### src/rtl/snake_core_if.sv
// Bus bundle between the snake core and its environment: control pulses, apple position, pixel query and game status.
interface snake_core_if #(
    parameter int X_W   = 8,
    parameter int Y_W   = 7,
    parameter int LEN_W = 6
);
    logic             start;
    logic             step;
    logic [3:0]       dir_req;
    logic [X_W-1:0]   apple_x;
    logic [Y_W-1:0]   apple_y;
    logic [X_W-1:0]   pix_x;
    logic [Y_W-1:0]   pix_y;
    logic             pix_head;
    logic             pix_body;
    logic             eaten;
    logic             game_over;
    logic             busy;
    logic [LEN_W-1:0] length;
    logic [X_W-1:0]   head_x;
    logic [Y_W-1:0]   head_y;

    modport master (
        output start, step, dir_req, apple_x, apple_y, pix_x, pix_y,
        input  pix_head, pix_body, eaten, game_over, busy, length, head_x, head_y
    );

    modport slave (
        input  start, step, dir_req, apple_x, apple_y, pix_x, pix_y,
        output pix_head, pix_body, eaten, game_over, busy, length, head_x, head_y
    );
endinterface

### src/rtl/snake_core_engine.sv
// Snake game core: segment store, direction filter, step/collision FSM and per-pixel head/body query.
// Optional feature macro WRAP_AROUND_EN: border exit wraps to the opposite limit instead of killing the snake.
module snake_core_engine #(
    parameter int X_W     = 8,
    parameter int Y_W     = 7,
    parameter int MAX_LEN = 32,
    parameter int LEN_W   = 6,
    parameter int CELL    = 3,
    parameter int X_MIN   = 5,
    parameter int X_MAX   = 153,
    parameter int Y_MIN   = 5,
    parameter int Y_MAX   = 105,
    parameter int START_X = 80,
    parameter int START_Y = 60
) (
    input  logic        i_clk,
    input  logic        i_reset,
    snake_core_if.slave bus
);
    localparam logic [2:0] ST_IDLE  = 3'd0;
    localparam logic [2:0] ST_RUN   = 3'd1;
    localparam logic [2:0] ST_MOVE  = 3'd2;
    localparam logic [2:0] ST_CHECK = 3'd3;
    localparam logic [2:0] ST_DEAD  = 3'd4;

    localparam logic [3:0] DIR_UP    = 4'b0001;
    localparam logic [3:0] DIR_LEFT  = 4'b0010;
    localparam logic [3:0] DIR_DOWN  = 4'b0100;
    localparam logic [3:0] DIR_RIGHT = 4'b1000;

    localparam int IDX_W = (MAX_LEN > 1) ? $clog2(MAX_LEN) : 1;

    localparam logic [X_W:0]     LX_CELL = (X_W+1)'(CELL);
    localparam logic [X_W:0]     LX_MIN  = (X_W+1)'(X_MIN);
    localparam logic [X_W:0]     LX_MAX  = (X_W+1)'(X_MAX);
    localparam logic [Y_W:0]     LY_CELL = (Y_W+1)'(CELL);
    localparam logic [Y_W:0]     LY_MIN  = (Y_W+1)'(Y_MIN);
    localparam logic [Y_W:0]     LY_MAX  = (Y_W+1)'(Y_MAX);
    localparam logic [X_W-1:0]   SX      = X_W'(START_X);
    localparam logic [Y_W-1:0]   SY      = Y_W'(START_Y);
    localparam logic [X_W-1:0]   WX_MIN  = X_W'(X_MIN);
    localparam logic [X_W-1:0]   WX_MAX  = X_W'(X_MAX);
    localparam logic [Y_W-1:0]   WY_MIN  = Y_W'(Y_MIN);
    localparam logic [Y_W-1:0]   WY_MAX  = Y_W'(Y_MAX);
    localparam logic [LEN_W-1:0] LEN_ONE = LEN_W'(1);
    localparam logic [LEN_W-1:0] LEN_TOP = LEN_W'(MAX_LEN);
    localparam logic [LEN_W-1:0] LEN_ZERO = {LEN_W{1'b0}};

`ifdef WRAP_AROUND_EN
    localparam logic WRAP = 1'b1;
`else
    localparam logic WRAP = 1'b0;
`endif

    function automatic logic is_onehot(input logic [3:0] d);
        return (d != 4'd0) && ((d & (d - 4'd1)) == 4'd0);
    endfunction

    function automatic logic [3:0] opposite(input logic [3:0] d);
        return {d[1], d[0], d[3], d[2]};
    endfunction

    function automatic logic in_cell_x(input logic [X_W-1:0] p, input logic [X_W-1:0] s);
        return (p >= s) && ({1'b0, p} < ({1'b0, s} + LX_CELL));
    endfunction

    function automatic logic in_cell_y(input logic [Y_W-1:0] p, input logic [Y_W-1:0] s);
        return (p >= s) && ({1'b0, p} < ({1'b0, s} + LY_CELL));
    endfunction

    logic [2:0]       r_state;
    logic [2:0]       w_state_nxt;
    logic [X_W-1:0]   r_seg_x [MAX_LEN];
    logic [Y_W-1:0]   r_seg_y [MAX_LEN];
    logic             r_hx_oob;
    logic             r_hy_oob;
    logic [LEN_W-1:0] r_len;
    logic [LEN_W-1:0] r_idx;
    logic [3:0]       r_cur_dir;
    logic [3:0]       r_next_dir;
    logic             r_eaten;
    logic             r_busy;
    logic             r_game_over;
    logic             r_pix_head;
    logic             r_pix_body;

    logic [X_W:0]     w_hx_ext;
    logic [Y_W:0]     w_hy_ext;
    logic [X_W-1:0]   w_hx_new;
    logic [Y_W-1:0]   w_hy_new;
    logic             w_dir_ok;
    logic             w_active;
    logic             w_border_hit;
    logic             w_self_hit;
    logic             w_chk_hit;
    logic             w_last;
    logic             w_apple_hit;
    logic             w_body_hit;

    // Head step arithmetic, one bit wider so a move past zero shows up as out of range.
    always_comb begin
        w_hx_ext = {1'b0, r_seg_x[0]};
        w_hy_ext = {1'b0, r_seg_y[0]};
        case (r_cur_dir)
            DIR_RIGHT: w_hx_ext = {1'b0, r_seg_x[0]} + LX_CELL;
            DIR_LEFT:  w_hx_ext = {1'b0, r_seg_x[0]} - LX_CELL;
            DIR_DOWN:  w_hy_ext = {1'b0, r_seg_y[0]} + LY_CELL;
            DIR_UP:    w_hy_ext = {1'b0, r_seg_y[0]} - LY_CELL;
            default:   w_hx_ext = {1'b0, r_seg_x[0]};
        endcase
    end

    // New head position; in wrap mode a border exit re-enters at the opposite limit.
    always_comb begin
        w_hx_new = w_hx_ext[X_W-1:0];
        w_hy_new = w_hy_ext[Y_W-1:0];
        if (WRAP && (r_cur_dir == DIR_LEFT) && (w_hx_ext[X_W] || (w_hx_ext < LX_MIN))) begin
            w_hx_new = WX_MAX;
        end else if (WRAP && (r_cur_dir == DIR_RIGHT) && (w_hx_ext > LX_MAX)) begin
            w_hx_new = WX_MIN;
        end else begin
            w_hx_new = w_hx_ext[X_W-1:0];
        end
        if (WRAP && (r_cur_dir == DIR_UP) && (w_hy_ext[Y_W] || (w_hy_ext < LY_MIN))) begin
            w_hy_new = WY_MAX;
        end else if (WRAP && (r_cur_dir == DIR_DOWN) && (w_hy_ext > LY_MAX)) begin
            w_hy_new = WY_MIN;
        end else begin
            w_hy_new = w_hy_ext[Y_W-1:0];
        end
    end

    // Direction filter, collision terms and the body pixel scan.
    always_comb begin
        w_active     = (r_state == ST_RUN) || (r_state == ST_MOVE) || (r_state == ST_CHECK);
        w_dir_ok     = is_onehot(bus.dir_req) && (bus.dir_req != opposite(r_cur_dir));
        w_border_hit = ({r_hx_oob, r_seg_x[0]} < LX_MIN) || ({r_hx_oob, r_seg_x[0]} > LX_MAX) ||
                       ({r_hy_oob, r_seg_y[0]} < LY_MIN) || ({r_hy_oob, r_seg_y[0]} > LY_MAX);
        w_self_hit   = (r_seg_x[r_idx[IDX_W-1:0]] == r_seg_x[0]) &&
                       (r_seg_y[r_idx[IDX_W-1:0]] == r_seg_y[0]);
        w_chk_hit    = (r_idx == LEN_ZERO) ? (w_border_hit && !WRAP) : w_self_hit;
        w_last       = (r_idx == (r_len - LEN_ONE));
        w_apple_hit  = (r_seg_x[0] == bus.apple_x) && (r_seg_y[0] == bus.apple_y);
        w_body_hit   = 1'b0;
        for (int i = 1; i < MAX_LEN; i++) begin
            w_body_hit = w_body_hit | ((LEN_W'(i) < r_len) &&
                         in_cell_x(bus.pix_x, r_seg_x[i]) && in_cell_y(bus.pix_y, r_seg_y[i]));
        end
    end

    // Game FSM next state; CHECK index 0 is the border test, 1..length-1 the self scan.
    always_comb begin
        w_state_nxt = r_state;
        case (r_state)
            ST_IDLE:  w_state_nxt = bus.start ? ST_RUN : ST_IDLE;
            ST_RUN:   w_state_nxt = bus.step ? ST_MOVE : ST_RUN;
            ST_MOVE:  w_state_nxt = ST_CHECK;
            ST_CHECK: begin
                if (w_chk_hit) begin
                    w_state_nxt = ST_DEAD;
                end else if (w_last) begin
                    w_state_nxt = ST_RUN;
                end else begin
                    w_state_nxt = ST_CHECK;
                end
            end
            ST_DEAD:  w_state_nxt = bus.start ? ST_RUN : ST_DEAD;
            default:  w_state_nxt = ST_IDLE;
        endcase
    end

    // State, segment store, direction latches and registered status outputs.
    always_ff @(posedge i_clk) begin
        if (i_reset) begin
            r_state     <= ST_IDLE;
            for (int i = 0; i < MAX_LEN; i++) begin
                r_seg_x[i] <= SX;
                r_seg_y[i] <= SY;
            end
            r_hx_oob    <= 1'b0;
            r_hy_oob    <= 1'b0;
            r_len       <= LEN_ZERO;
            r_idx       <= LEN_ZERO;
            r_cur_dir   <= DIR_RIGHT;
            r_next_dir  <= DIR_RIGHT;
            r_eaten     <= 1'b0;
            r_busy      <= 1'b0;
            r_game_over <= 1'b0;
            r_pix_head  <= 1'b0;
            r_pix_body  <= 1'b0;
        end else begin
            r_state     <= w_state_nxt;
            r_busy      <= (w_state_nxt == ST_MOVE) || (w_state_nxt == ST_CHECK);
            r_game_over <= (w_state_nxt == ST_DEAD);
            r_eaten     <= 1'b0;
            r_pix_head  <= (r_state != ST_IDLE) &&
                           in_cell_x(bus.pix_x, r_seg_x[0]) && in_cell_y(bus.pix_y, r_seg_y[0]);
            r_pix_body  <= (r_state != ST_IDLE) && w_body_hit;
            if (w_active && w_dir_ok) begin
                r_next_dir <= bus.dir_req;
            end
            case (r_state)
                ST_IDLE, ST_DEAD: begin
                    if (bus.start) begin
                        for (int i = 0; i < MAX_LEN; i++) begin
                            r_seg_x[i] <= SX;
                            r_seg_y[i] <= SY;
                        end
                        r_hx_oob   <= 1'b0;
                        r_hy_oob   <= 1'b0;
                        r_len      <= LEN_ONE;
                        r_cur_dir  <= DIR_RIGHT;
                        r_next_dir <= DIR_RIGHT;
                    end
                end
                ST_RUN: begin
                    if (bus.step) begin
                        r_cur_dir <= r_next_dir;
                    end
                end
                ST_MOVE: begin
                    for (int i = MAX_LEN - 1; i > 0; i--) begin
                        r_seg_x[i] <= r_seg_x[i-1];
                        r_seg_y[i] <= r_seg_y[i-1];
                    end
                    r_seg_x[0] <= w_hx_new;
                    r_seg_y[0] <= w_hy_new;
                    r_hx_oob   <= w_hx_ext[X_W] && !WRAP;
                    r_hy_oob   <= w_hy_ext[Y_W] && !WRAP;
                    r_idx      <= LEN_ZERO;
                end
                ST_CHECK: begin
                    if (!w_chk_hit) begin
                        if (w_last) begin
                            // The shift already copied the old tail into seg[length], so growth is immediate.
                            if (w_apple_hit) begin
                                r_eaten <= 1'b1;
                                if (r_len != LEN_TOP) begin
                                    r_len <= r_len + LEN_ONE;
                                end
                            end
                        end else begin
                            r_idx <= r_idx + LEN_ONE;
                        end
                    end
                end
                default: r_idx <= LEN_ZERO;
            endcase
        end
    end

    assign bus.pix_head  = r_pix_head;
    assign bus.pix_body  = r_pix_body;
    assign bus.eaten     = r_eaten;
    assign bus.game_over = r_game_over;
    assign bus.busy      = r_busy;
    assign bus.length    = r_len;
    assign bus.head_x    = r_seg_x[0];
    assign bus.head_y    = r_seg_y[0];
endmodule
### src/flat_wrapper.sv
// flat-port wrapper written by rule: the top's interface ports become plain ports
module snake_core_engine_flat 
#(
    parameter int X_W     = 8,
    parameter int Y_W     = 7,
    parameter int MAX_LEN = 32,
    parameter int LEN_W   = 6,
    parameter int CELL    = 3,
    parameter int X_MIN   = 5,
    parameter int X_MAX   = 153,
    parameter int Y_MIN   = 5,
    parameter int Y_MAX   = 105,
    parameter int START_X = 80,
    parameter int START_Y = 60
)
  (i_clk, i_reset, bus_start, bus_step, bus_dir_req, bus_apple_x, bus_apple_y, bus_pix_x, bus_pix_y, bus_pix_head, bus_pix_body, bus_eaten, bus_game_over, bus_busy, bus_length, bus_head_x, bus_head_y);
  snake_core_if #(.X_W(X_W), .Y_W(Y_W), .LEN_W(LEN_W)) bus_i ();
  input  logic i_clk;
  input  logic i_reset;
  input wire logic [$bits(bus_i.start)-1:0] bus_start;
  input wire logic [$bits(bus_i.step)-1:0] bus_step;
  input wire logic [$bits(bus_i.dir_req)-1:0] bus_dir_req;
  input wire logic [$bits(bus_i.apple_x)-1:0] bus_apple_x;
  input wire logic [$bits(bus_i.apple_y)-1:0] bus_apple_y;
  input wire logic [$bits(bus_i.pix_x)-1:0] bus_pix_x;
  input wire logic [$bits(bus_i.pix_y)-1:0] bus_pix_y;
  output wire logic [$bits(bus_i.pix_head)-1:0] bus_pix_head;
  output wire logic [$bits(bus_i.pix_body)-1:0] bus_pix_body;
  output wire logic [$bits(bus_i.eaten)-1:0] bus_eaten;
  output wire logic [$bits(bus_i.game_over)-1:0] bus_game_over;
  output wire logic [$bits(bus_i.busy)-1:0] bus_busy;
  output wire logic [$bits(bus_i.length)-1:0] bus_length;
  output wire logic [$bits(bus_i.head_x)-1:0] bus_head_x;
  output wire logic [$bits(bus_i.head_y)-1:0] bus_head_y;
  assign bus_i.start = bus_start;
  assign bus_i.step = bus_step;
  assign bus_i.dir_req = bus_dir_req;
  assign bus_i.apple_x = bus_apple_x;
  assign bus_i.apple_y = bus_apple_y;
  assign bus_i.pix_x = bus_pix_x;
  assign bus_i.pix_y = bus_pix_y;
  assign bus_pix_head = bus_i.pix_head;
  assign bus_pix_body = bus_i.pix_body;
  assign bus_eaten = bus_i.eaten;
  assign bus_game_over = bus_i.game_over;
  assign bus_busy = bus_i.busy;
  assign bus_length = bus_i.length;
  assign bus_head_x = bus_i.head_x;
  assign bus_head_y = bus_i.head_y;
  snake_core_engine #(.X_W(X_W), .Y_W(Y_W), .MAX_LEN(MAX_LEN), .LEN_W(LEN_W), .CELL(CELL), .X_MIN(X_MIN), .X_MAX(X_MAX), .Y_MIN(Y_MIN), .Y_MAX(Y_MAX), .START_X(START_X), .START_Y(START_Y)) u_core (.i_clk(i_clk), .i_reset(i_reset), .bus(bus_i));
endmodule
### config.mk
export PLATFORM = sky130hd
export DESIGN_NAME = snake_core_engine_flat
export DESIGN_NICKNAME = d
export VERILOG_FILES = /design/src/rtl/snake_core_if.sv /design/src/rtl/snake_core_engine.sv /design/src/flat_wrapper.sv
export SDC_FILE = /design/constraint.sdc
export NUM_CORES = 2
export LEC_CHECK = 0
export ABC_AREA = 0
export CORE_MARGIN = 10
export CORE_UTILIZATION = 65
export CTS_CLUSTER_DIAMETER = 30
export DETAILED_ROUTE_END_ITERATION = 7
export PLACE_DENSITY = 0.83
export SLEW_MARGIN = 10
export SYNTH_ARGS = -nofsm -noshare
export SYNTH_HDL_FRONTEND = slang
export SYNTH_SLANG_ARGS = --single-unit
### constraint.sdc
create_clock -name i_clk -period 23.1 [get_ports i_clk]
set_clock_uncertainty 0.15 [all_clocks]
set_input_delay 4.62 -clock i_clk [delete_from_list [all_inputs] [get_ports i_clk]]
set_output_delay 4.62 -clock i_clk [all_outputs]
set_load 0.02 [all_outputs]
==> summary.md <==
| Metric | Value |
|---|---|
| Worst Max-Slew Pin Slew | 1250 ps |
| Setup TNS | 0 ps |
| CP dominant cell by count | buf_4 |
| Unique cell type count in the Yosys netlist | between 90 and 100 |
| Worst hold path type | flip-flop to flip-flop |
| Die Area | approximately 0.086 mm² |
| Primary FF master, synth | dfxtp_1 |
| Slowest cell on crit path | nand2b_1 |
| Most frequent cells in the layout | ha_1, inv_1, xnor2_1, o21ai_0, dfxtp_1 |
| Core ar. | 0.0743 mm² |
| Most common cell after layout, fill and taps aside | ha_1 |
| HPWL after DPL | approximately 120000 µm |
| Layout area overhead | 13.2% |
| Input/output buffers | 63 |
| Violations in the final reports | DRC |
| Postcts setup bufs | 0 |
| Routed len/inst | 27.1 µm |
| CP Cell Sequence | clkdlybuf4s50_1 -> buf_4 -> nand2b_1 -> nor2_4 -> inv_8 -> buf_4 -> buf_4 -> o22ai_1 |
| Placed standard-cell area | 0.0502 mm² |
| Combinational Power Share | 0.177 |
| DR pass1 iterations | 8 |
| Status | finished with violations |
| Largest net degree at the start of global routing | 134 |
| Clk pin slew, worst setup/hold paths | 50 ps |
| CTS Sinks | 515 |
| Post-CTS sizing | 0 |
| Row Count | 100 |
| Fmax | 112 MHz |
| # DRC | 2 |
| Fin crit period | 8970 ps |
| Slew headroom | 0.142 |
| Nets@finish | ~6400 |
| Syn Area/Cell | 9.40 µm² |
| Number of synthesized flops with an enable pin | 255 |
| Hold_buf cts | 0 |
| Mapped Nets | roughly 6200 |
| IO Count | 64 |
| Maximum vdd drop | around 60 µV |
| Switching fraction of total power | 0.302 |
| Cells after synthesis | 5170 |
| Synth warn | 0 |
| Die width | 294 µm |
| Cell Pwr Density | slightly below 70 mW/mm² |
| Crit path largest cell delay | 980 ps |
| Layout cells sized above 1 | 0.0807 |
| Vias per cell | 6.95 |
| Seq pwr share | 0.284 |
| Final hold violation count | 0 |
| First-pass GRT wire length | between 200000 and 300000 µm |
| Class of the most critical setup path | input pin to flip-flop |
| Sw Pwr | 0.00112 W |
| Worst path arrival time | 9380 ps |
| Crit. End Element | flip-flop |
| H-tree levels | 4 |
| Mapped cell area | 0.0486 mm² |
| Max FO, Critical Path | ~130 |
| Crit path max-delay family | buffers and inverters |
| Initial drt markers | 6427 |
| TritonCTS clock tree | built |
| Antenna violation net count after detailed routing | 0 |
| RSZ-0062 raised after global routing | false |
| WL final | about 170000 µm |
| Clock share of power | 0.539 |
| Number of synthesized register bits | 515 |
| Setup crit start kind | input pin |
| Vias | 44300 |
| Async set-reset flop share out of synthesis | 0 |
| LEAKAGE | 23.1 nW |
| Clk buf depth | 3 |
| Fin crit share | 0.388 |
| Initial antenna violation count | 8 |
| Initial Utilization | 0.654 |
| Clock latency at the later pin of the worst-skew pair | ~750 ps |
| Final instance area | 0.0551 mm² |
| Data required time of the worst path | 23510 ps |
| # fillers | 5177 |
| Gr ovfl total | 0 |
| Internal | approximately 0.0026 W |
| GP Congestion | 1.00 |
| Clk root buf | clkbuf_16 |
| Fin. max-slew vios | 0 |
| Chip height | approximately 290 µm |
| Vias in the first global route | 43000 |
| Buf+Inv Stages, Crit Path | 5 |
| Post-synthesis sequential area ratio | 0.265 |
| CTS buffer count | 145 |
| Gr usage total | 0.391 |
| Final setup violation count | 0 |
| MaxCap Viol Count | 0 |
layer usage:
layer	routed length [µm]	up-vias	GRT usage
met5	37	-	0
met4	12100	6	0.245
met3	24800	703	0.117
met2	71100	3307	0.569
met1	65000	20900	0.502
li1	-	19400	-
synth_stat cells, types with 7 or more instances:
cell       number  share of area
ha_1         1033           0.27
inv_1         499          0.039
xnor2_1       310          0.056
o21ai_0       271          0.028
dfxtp_1       260           0.11
edfxtp_1      255           0.16
nor2_1        253          0.020
o21a_1        243          0.038
nand2_1       242          0.019
a21oi_1       230          0.024
o22ai_1       159          0.020
nor3_1        153          0.016
a22oi_1       110          0.017
clkbuf_1      109         0.0084
nand3_1       109          0.011
nor2b_1       104          0.013
mux4_2         81          0.038
xor2_1         81          0.015
nand2b_1       69         0.0089
mux2i_1        63          0.013
o2111ai_1      53         0.0095
a21boi_0       40         0.0062
a21o_1         40         0.0062
nor4_1         32         0.0041
o32ai_1        28         0.0050
o211ai_1       27         0.0042
a31oi_1        18         0.0023
a211oi_1       17         0.0026
mux2_2         17         0.0039
nand4_1        17         0.0022
a2111oi_0      16         0.0029
buf_4          15         0.0023
o221ai_1       15         0.0027
buf_1          14         0.0011
buf_2          14         0.0014
a221oi_1       12         0.0022
or3_1          12         0.0015
nand3b_1        8         0.0012
a32oi_1         7         0.0013
o31ai_1         7         0.0011
cell type report:
type,count,area (µm²),share of cell area
antenna,3,7.51,0.000136
clock buffer,187,4010,0.0728
clock inverter,84,880,0.0160
inverter,503,1900,0.0344
multi-input combinational,3993,33200,0.602
sequential,515,12900,0.234
tap,969,1210,0.0220
timing repair buffer,122,1020,0.0185
sequential cells by signal, summed over array words and instances, names as in the netlist, named ones only:
register              count
u_core.r_hx_oob           1
u_core.bus.eaten          1
u_core.bus.game_over      1
u_core.r_seg_y          224
u_core.r_seg_x          256
u_core.r_next_dir         4
u_core.r_state            3
u_core.bus.busy           1
u_core.r_hy_oob           1
u_core.bus.pix_body       1
u_core.r_idx              6
u_core.bus.pix_head       1
u_core.bus.length         6
u_core.r_cur_dir          4
worst reg2reg max path, cell delays in order (launching register included):
cell	delay (ps)
dfxtp_4	630
buf_4	490
buf_4	680
mux2i_1	780
a211oi_1	170
nor4_1	980
mux2_1	340
o2111ai_2	140
o31ai_4	530
nor3b_2	180
o2111ai_1	280
mux2i_1	320
path summary, 6_finish.rpt:
check / start / to / slack (ps) / cells past startpoint
min: u_core.r_hy_oob$_SDFFE_PP0P_ / u_core.r_hy_oob$_SDFFE_PP0P_ / 310 / 2
min reg2reg: u_core.r_hy_oob$_SDFFE_PP0P_ / u_core.r_hy_oob$_SDFFE_PP0P_ / 310 / 2
max: i_reset / u_core.r_seg_x[31][2]$_SDFFE_PP0P_ / 14130 / 8
max reg2reg: flip-flop / u_core.r_idx[3]$_SDFFE_PP0P_ / 17310 / 11
through the flow:
stage / setup slack [ps] / util / power [W] / hold slack [ps] / cells
after CTS: 14360 / 0.741 / 0.00367 / 317 / 6373
after global routing: 14030 / 0.741 / 0.00381 / 359 / 6374
after global placement: 13690 / 0.675 / 0.00165 / 297 / 6102
final: 14130 / 0.741 / 0.00371 / 312 / 6376
after detailed placement: 13650 / 0.675 / 0.00168 / 307 / 6102
after floorplan: 10780 / - / 0.00147 / 276 / 5170
cell families after synthesis:
group / after synthesis / share of synthesized area
AO/OA/AOI/OAI: 1352 / 0.185
XOR/XNOR: 391 / 0.0704
adder cells (fa/ha/maj): 1033 / 0.266
AND/OR/NAND/NOR: 1055 / 0.106
buffers and inverters: 662 / 0.0539
multiplexers: 162 / 0.0547
flip-flops: 515 / 0.265
power by group through the flow:
| stage | Clock, W | Combinational, W | Sequential, W |
|---|---|---|---|
| 2_1_floorplan | 0 | 0.000414 | 0.00105 |
| 3_3_place_gp | 0 | 0.000591 | 0.00106 |
| 3_5_place_dp | 0 | 0.000615 | 0.00106 |
| 4_1_cts | 0.00199 | 0.000633 | 0.00105 |
| 5_1_grt | 0.00204 | 0.000717 | 0.00105 |
| 6_report | 0.00200 | 0.000655 | 0.00105 |
(Power assumes the default switching activity.)
